**config.mk**
```make
export PLATFORM = sky130hd
export DESIGN_NAME = keypad_scanner_flat
export DESIGN_NICKNAME = d
export VERILOG_FILES = /design/src/rtl/keypad_pkg.sv /design/src/rtl/keypad_scanner_if.sv /design/src/rtl/keypad_scanner_row_sync.sv /design/src/rtl/keypad_scanner.sv /design/src/flat_wrapper.sv
export SDC_FILE = /design/constraint.sdc
export NUM_CORES = 1
export LEC_CHECK = 0
export BUFFER_PORTS_ARGS = -buffer_cell sky130_fd_sc_hd__buf_2
export CAP_MARGIN = 25
export CELL_PAD_IN_SITES_DETAIL_PLACEMENT = 0
export CELL_PAD_IN_SITES_GLOBAL_PLACEMENT = 1
export CORE_UTILIZATION = 25
export CTS_CLUSTER_DIAMETER = 80
export CTS_CLUSTER_SIZE = 14
export DETAILED_ROUTE_END_ITERATION = 12
export GPL_ROUTABILITY_DRIVEN = 0
export PLACE_DENSITY = 0.56
export SLEW_MARGIN = 30
export SYNTH_ARGS = -nofsm -noshare
export SYNTH_HDL_FRONTEND = slang
export SYNTH_HIERARCHICAL = 1
export SYNTH_SLANG_ARGS = --single-unit
```
**constraint.sdc**
```tcl
create_clock -name clk -period 4.7 [get_ports clk]
set_clock_uncertainty 0.05 [all_clocks]
set_input_delay 0.705 -clock clk [delete_from_list [all_inputs] [get_ports clk]]
set_output_delay 0.705 -clock clk [all_outputs]
set_load 0.01 [all_outputs]
```
**src/rtl/keypad_pkg.sv**
```systemverilog
// keypad_pkg: shared types, key map and helpers for the 4x4 keypad scanner
package keypad_pkg;
  localparam int NUM_ROWS = 4;
  localparam int NUM_COLS = 4;
  typedef enum logic {SCAN = 1'b0, HOLD = 1'b1} state_t;
  localparam logic [3:0] KEYMAP [NUM_ROWS][NUM_COLS] = '{
    '{4'h1, 4'h2, 4'h3, 4'hA},
    '{4'h4, 4'h5, 4'h6, 4'hB},
    '{4'h7, 4'h8, 4'h9, 4'hC},
    '{4'hE, 4'h0, 4'hF, 4'hD}
  };
  function automatic logic [1:0] lowest_row(input logic [NUM_ROWS-1:0] r);
    return r[0] ? 2'd0 : r[1] ? 2'd1 : r[2] ? 2'd2 : 2'd3;
  endfunction
endpackage

```
**src/rtl/keypad_scanner_if.sv**
```systemverilog
// keypad_if: keypad matrix lines plus the press level and key code sent downstream
interface keypad_if;
  import keypad_pkg::*;
  logic [NUM_ROWS-1:0] row_n;
  logic [NUM_COLS-1:0] col_n;
  logic key_pressed;
  logic [3:0] key_code;
  modport master (input row_n, output col_n, output key_pressed, output key_code);
  modport slave (output row_n, input col_n, input key_pressed, input key_code);
endinterface

```
**src/rtl/keypad_scanner_row_sync.sv**
```systemverilog
// row_sync: multi-flop synchronizer for the pulled-up keypad rows, resets to idle (all ones)
module row_sync #(
  parameter int SYNC_STAGES = 2
) (
  input  logic clk,
  input  logic reset,
  input  logic [3:0] d,
  output logic [3:0] q
);
  logic [SYNC_STAGES-1:0][3:0] ff;
  // shift raw rows through the synchronizer chain
  always_ff @(posedge clk or posedge reset) begin
    if (reset) ff <= '1;
    else ff <= {ff[SYNC_STAGES-2:0], d};
  end
  assign q = ff[SYNC_STAGES-1];
endmodule

```
**src/rtl/keypad_scanner.sv**
```systemverilog
// keypad_scanner: one-cold column scan of a 4x4 keypad; KEYPAD_MULTIKEY_REJECT_EN rejects multi-row presses
module keypad_scanner
  import keypad_pkg::*;
#(
  parameter int SCAN_DIV = 48000,
  parameter int SYNC_STAGES = 2
) (
  input  logic clk,
  input  logic reset,
  keypad_if.master bus
);
  localparam int CW = $clog2(SCAN_DIV);
  logic [CW-1:0] cnt;
  logic [1:0] col_idx;
  logic [NUM_ROWS-1:0] row_q, row_s;
  logic tick, hit;
  state_t state;
  row_sync #(.SYNC_STAGES(SYNC_STAGES)) u_sync (.clk(clk), .reset(reset), .d(bus.row_n), .q(row_q));
  assign row_s = ~row_q;
  assign tick = cnt == CW'(SCAN_DIV - 1);
  assign bus.col_n = ~(4'b0001 << col_idx);
`ifdef KEYPAD_MULTIKEY_REJECT_EN
  assign hit = (|row_s) && ((row_s & (row_s - 4'd1)) == 4'd0);
`else
  assign hit = |row_s;
`endif
  // dwell counter: one tick at the end of each column dwell
  always_ff @(posedge clk or posedge reset) begin
    if (reset) cnt <= '0;
    else cnt <= tick ? '0 : cnt + 1'b1;
  end
  // scan/hold state machine, rows only judged on tick once lines have settled
  always_ff @(posedge clk or posedge reset) begin
    if (reset) begin
      state <= SCAN;
      col_idx <= '0;
      bus.key_pressed <= 1'b0;
      bus.key_code <= 4'h0;
    end else if (tick) begin
      if (state == SCAN) begin
        if (hit) begin
          state <= HOLD;
          bus.key_pressed <= 1'b1;
          bus.key_code <= KEYMAP[lowest_row(row_s)][col_idx];
        end else col_idx <= col_idx + 2'd1;
      end else if (row_s == '0) begin
        state <= SCAN;
        bus.key_pressed <= 1'b0;
        col_idx <= col_idx + 2'd1;
      end
    end
  end
endmodule

```
**src/flat_wrapper.sv**
```systemverilog
// flat-port wrapper written by rule: the top's interface ports become plain ports
module keypad_scanner_flat import keypad_pkg::*;
#(
  parameter int SCAN_DIV = 48000,
  parameter int SYNC_STAGES = 2
)
  (clk, reset, bus_row_n, bus_col_n, bus_key_pressed, bus_key_code);
  keypad_if bus_i ();
  input  logic clk;
  input  logic reset;
  input wire logic [$bits(bus_i.row_n)-1:0] bus_row_n;
  output wire logic [$bits(bus_i.col_n)-1:0] bus_col_n;
  output wire logic [$bits(bus_i.key_pressed)-1:0] bus_key_pressed;
  output wire logic [$bits(bus_i.key_code)-1:0] bus_key_code;
  assign bus_i.row_n = bus_row_n;
  assign bus_col_n = bus_i.col_n;
  assign bus_key_pressed = bus_i.key_pressed;
  assign bus_key_code = bus_i.key_code;
  keypad_scanner #(.SCAN_DIV(SCAN_DIV), .SYNC_STAGES(SYNC_STAGES)) u_core (.clk(clk), .reset(reset), .bus(bus_i));
endmodule
```
==> run summary <==
Fmax: 431.9 MHz
Max stage delay on crit path: 590 ps
R2R Setup Slk: 2380 ps
initial antenna violation count: 0
hold depth: 0
clock latency on the worst-skew pair: 280 ps
setup bufs post-CTS: 0
Mapped Cells: 141
critical path peak fanout: 6
Yosys top cell area share: 38.99%
total of warnings raised by yosys: 6
Yosys reg bits: 32
Core Area: 5921 sq um
kind of critical path: register to register
most frequent cell after synthesis: dfrtp_1
Slew headroom: 48.34%
Fillers: 616
first-pass GRT wire length: 4947 microns
post-route clock period utilization: 49.26%
Setup Viol. Count Final: 0
Power Dens Cells: 312.0 nW/um^2
die width: 80.49 microns
ant diodes: 0
hold crit path type: register to register
Die H: 80.49 microns
hpwl dp: 2138 microns
Row Count: 28
Worst EP arrival: 2430 ps
HP Start: u_core/u_sync/ff[1]
placed standard-cell area: 1667 sq um
H-tree lvl count: 2
pin count of the biggest net entering global routing: 25
worst-path cell chain: or3b_1 > or4_4 > or3_4 > mux2_4
Tightest Pin Transition: 767.8 ps
Hold Path End: u_core/u_sync/q[1]
clk sinks: 32
Initial Utilization: 26.01%
setup_tns: 0 ps
endpoints failing hold: 0
RSZ-0062 raised after global routing: false
root cell of the clock tree: clkbuf_8
R2R cell count: 4
r2r startpoint: u_core/cnt[7]
Final Non-Filler Cells: 232
First-pass DRT Iterations: 4
Clk pin slew, worst setup/hold paths: 70 ps
cts hold-fix bufs: 0
layout cells sized above 1: 27.39%
synthesis-to-finish area growth: 15.43%
synth top area cells: dfrtp_1, dfstp_2, ha_1
GRT Util Overall: 10.27%
CP startpoint kind: register
Final Instance Area: 1778 sq um
Placed Instances: 224
EDFF count, synth: 0
IO Pins: 15
Post-Syn Nets: 154
slowest library cell on the worst path: or4_4
Mean Syn Cell Area: 10.92 sq um
WP data required: 4820 ps
Synth cell types: 34
Port Buffers: 14
via/cell ratio: 4.569
routed length per instance: 12.44 microns
outcome: finished clean
fin crit period: 2315 ps
Syn Std Cell Area: 1540 sq um
max cap viols: 0
Setup WS pre-CTS: 2393 ps
static leakage: 0.7765 nW
Post-CTS Resized: 0
Post-DRT Antenna Nets: 0
# DRC: 0
post-synth top area cell: dfrtp_1
Slew Limit Fails: 0
DR iter-0 viols: 32
number of global-route vias before repair: 1085
critical path capture point type: register
total gr overflow: 0
total vias in the final route: 1060
sequential area share after synthesis: 52.64%
commonest cells in the netlist: dfrtp_1, nor2_1, inv_1, dfstp_2, xnor2_1
FF-to-FF End: u_core/col_idx[1]
TritonCTS Buffers: 5
Max rail drop VDD: 0.1220 mV
CTS tree: built
DRT Wirelength: 2887 microns
Die ar.: 6479 sq um
worst setup margin: 2385 ps
Layout Nets: 169
asr flop ratio synth: 100.0%
Synth Flop Type: dfrtp_1
clock buffer depth: 2
-- sequential cells by signal, summed over array words and instances, names as in the netlist --
register                cells
u_core/bus.key_code         4
u_core/bus.key_pressed      1
u_core/cnt                 16
u_core/col_idx              2
u_core/state                1
u_core/u_sync/ff            4
u_core/u_sync/q             4
-- area by class of cell --
type,instances,area (sq um),area share (%)
flip-flops and latches,32,810.8,45.60
multi-input cells,92,646.9,36.38
clock inverters,3,42.54,2.393
clock buffers,5,68.82,3.871
repair buffers,15,77.57,4.363
well taps,75,93.84,5.278
inverters,10,37.54,2.111
-- cell usage in the layout (no fill, tap or decap), types with 2 or more instances in the layout --
cell type | Yosys | layout
a21oi_1 | 4 | 4
buf_2 | 0 | 14
clkbuf_8 | 0 | 5
dfrtp_1 | 24 | 24
dfstp_2 | 8 | 8
ha_1 | 7 | 7
inv_1 | 10 | 9
mux2_2 | 4 | 4
nand2_1 | 7 | 7
nand3_1 | 7 | 7
nand4_1 | 6 | 6
nor2_1 | 13 | 13
nor3_1 | 2 | 2
nor4_1 | 2 | 2
o21ai_0 | 5 | 5
o31ai_1 | 2 | 2
or2_2 | 2 | 2
or4_1 | 2 | 2
xnor2_1 | 8 | 8
xor2_1 | 7 | 7
-- worst max-delay path by stage --
| stage | slack [ps] | end | cells past startpoint | start |
|---|---|---|---|---|
| after floorplan | 2520 | u_core/col_idx[1] | 4 | u_core/cnt[7] |
| after global placement | 2410 | u_core/col_idx[1] | 4 | u_core/cnt[7] |
| after detailed placement | 2390 | u_core/col_idx[1] | 4 | u_core/cnt[7] |
| after CTS | 2360 | u_core/col_idx[1] | 4 | u_core/cnt[7] |
| after global routing | 2310 | u_core/col_idx[1] | 4 | u_core/cnt[7] |
| final | 2380 | u_core/col_idx[1] | 4 | u_core/cnt[7] |
-- where the power goes --
part	internal, mW	switching [mW]	leakage, nW	total (mW)
clock	0.157	0.101	0.0541	0.257
combinational	0.00460	0.00847	0.317	0.0131
sequential	0.282	0.00252	0.405	0.284
-- worst max-delay path, delay by kind of cell (launching register included) --
kind             cells  cell delay [ps]
multiplexers         1              300
flip-flops           1              450
AND/OR/NAND/NOR      3             1410
-- kinds of logic after synthesis --
logic type / after synthesis / share of synthesized area (%)
AOI/OAI and AO/OA: 14 / 5.524
muxes: 5 / 3.899
buffers and inverters: 17 / 5.362
DFF: 32 / 52.64
xor gates and xnor gates: 15 / 8.530
and+or+nand+nor: 51 / 18.36
adders and majority gates: 7 / 5.686
-- layer usage --
metal / up-vias / global-route usage (%) / wire length [microns]
met2: 29 / 17.88 / 1486
met3: 2 / 3.864 / 138
met5: - / 0 / 0
met1: 521 / 11.71 / 1252
met4: 0 / 2.679 / 9
li1: 508 / - / -
-- through the flow --
stage,util [%],total power [mW],hold WS [ps]
3_5_place_dp,28.15,0.3029,297.3
2_1_floorplan,-,0.2994,295.2
4_1_cts,30.03,0.5652,308.0
3_3_place_gp,28.15,0.3021,296.7
5_1_grt,30.03,0.5803,309.6
6_report,30.03,0.5547,306.7
(Power assumes the default switching activity.)
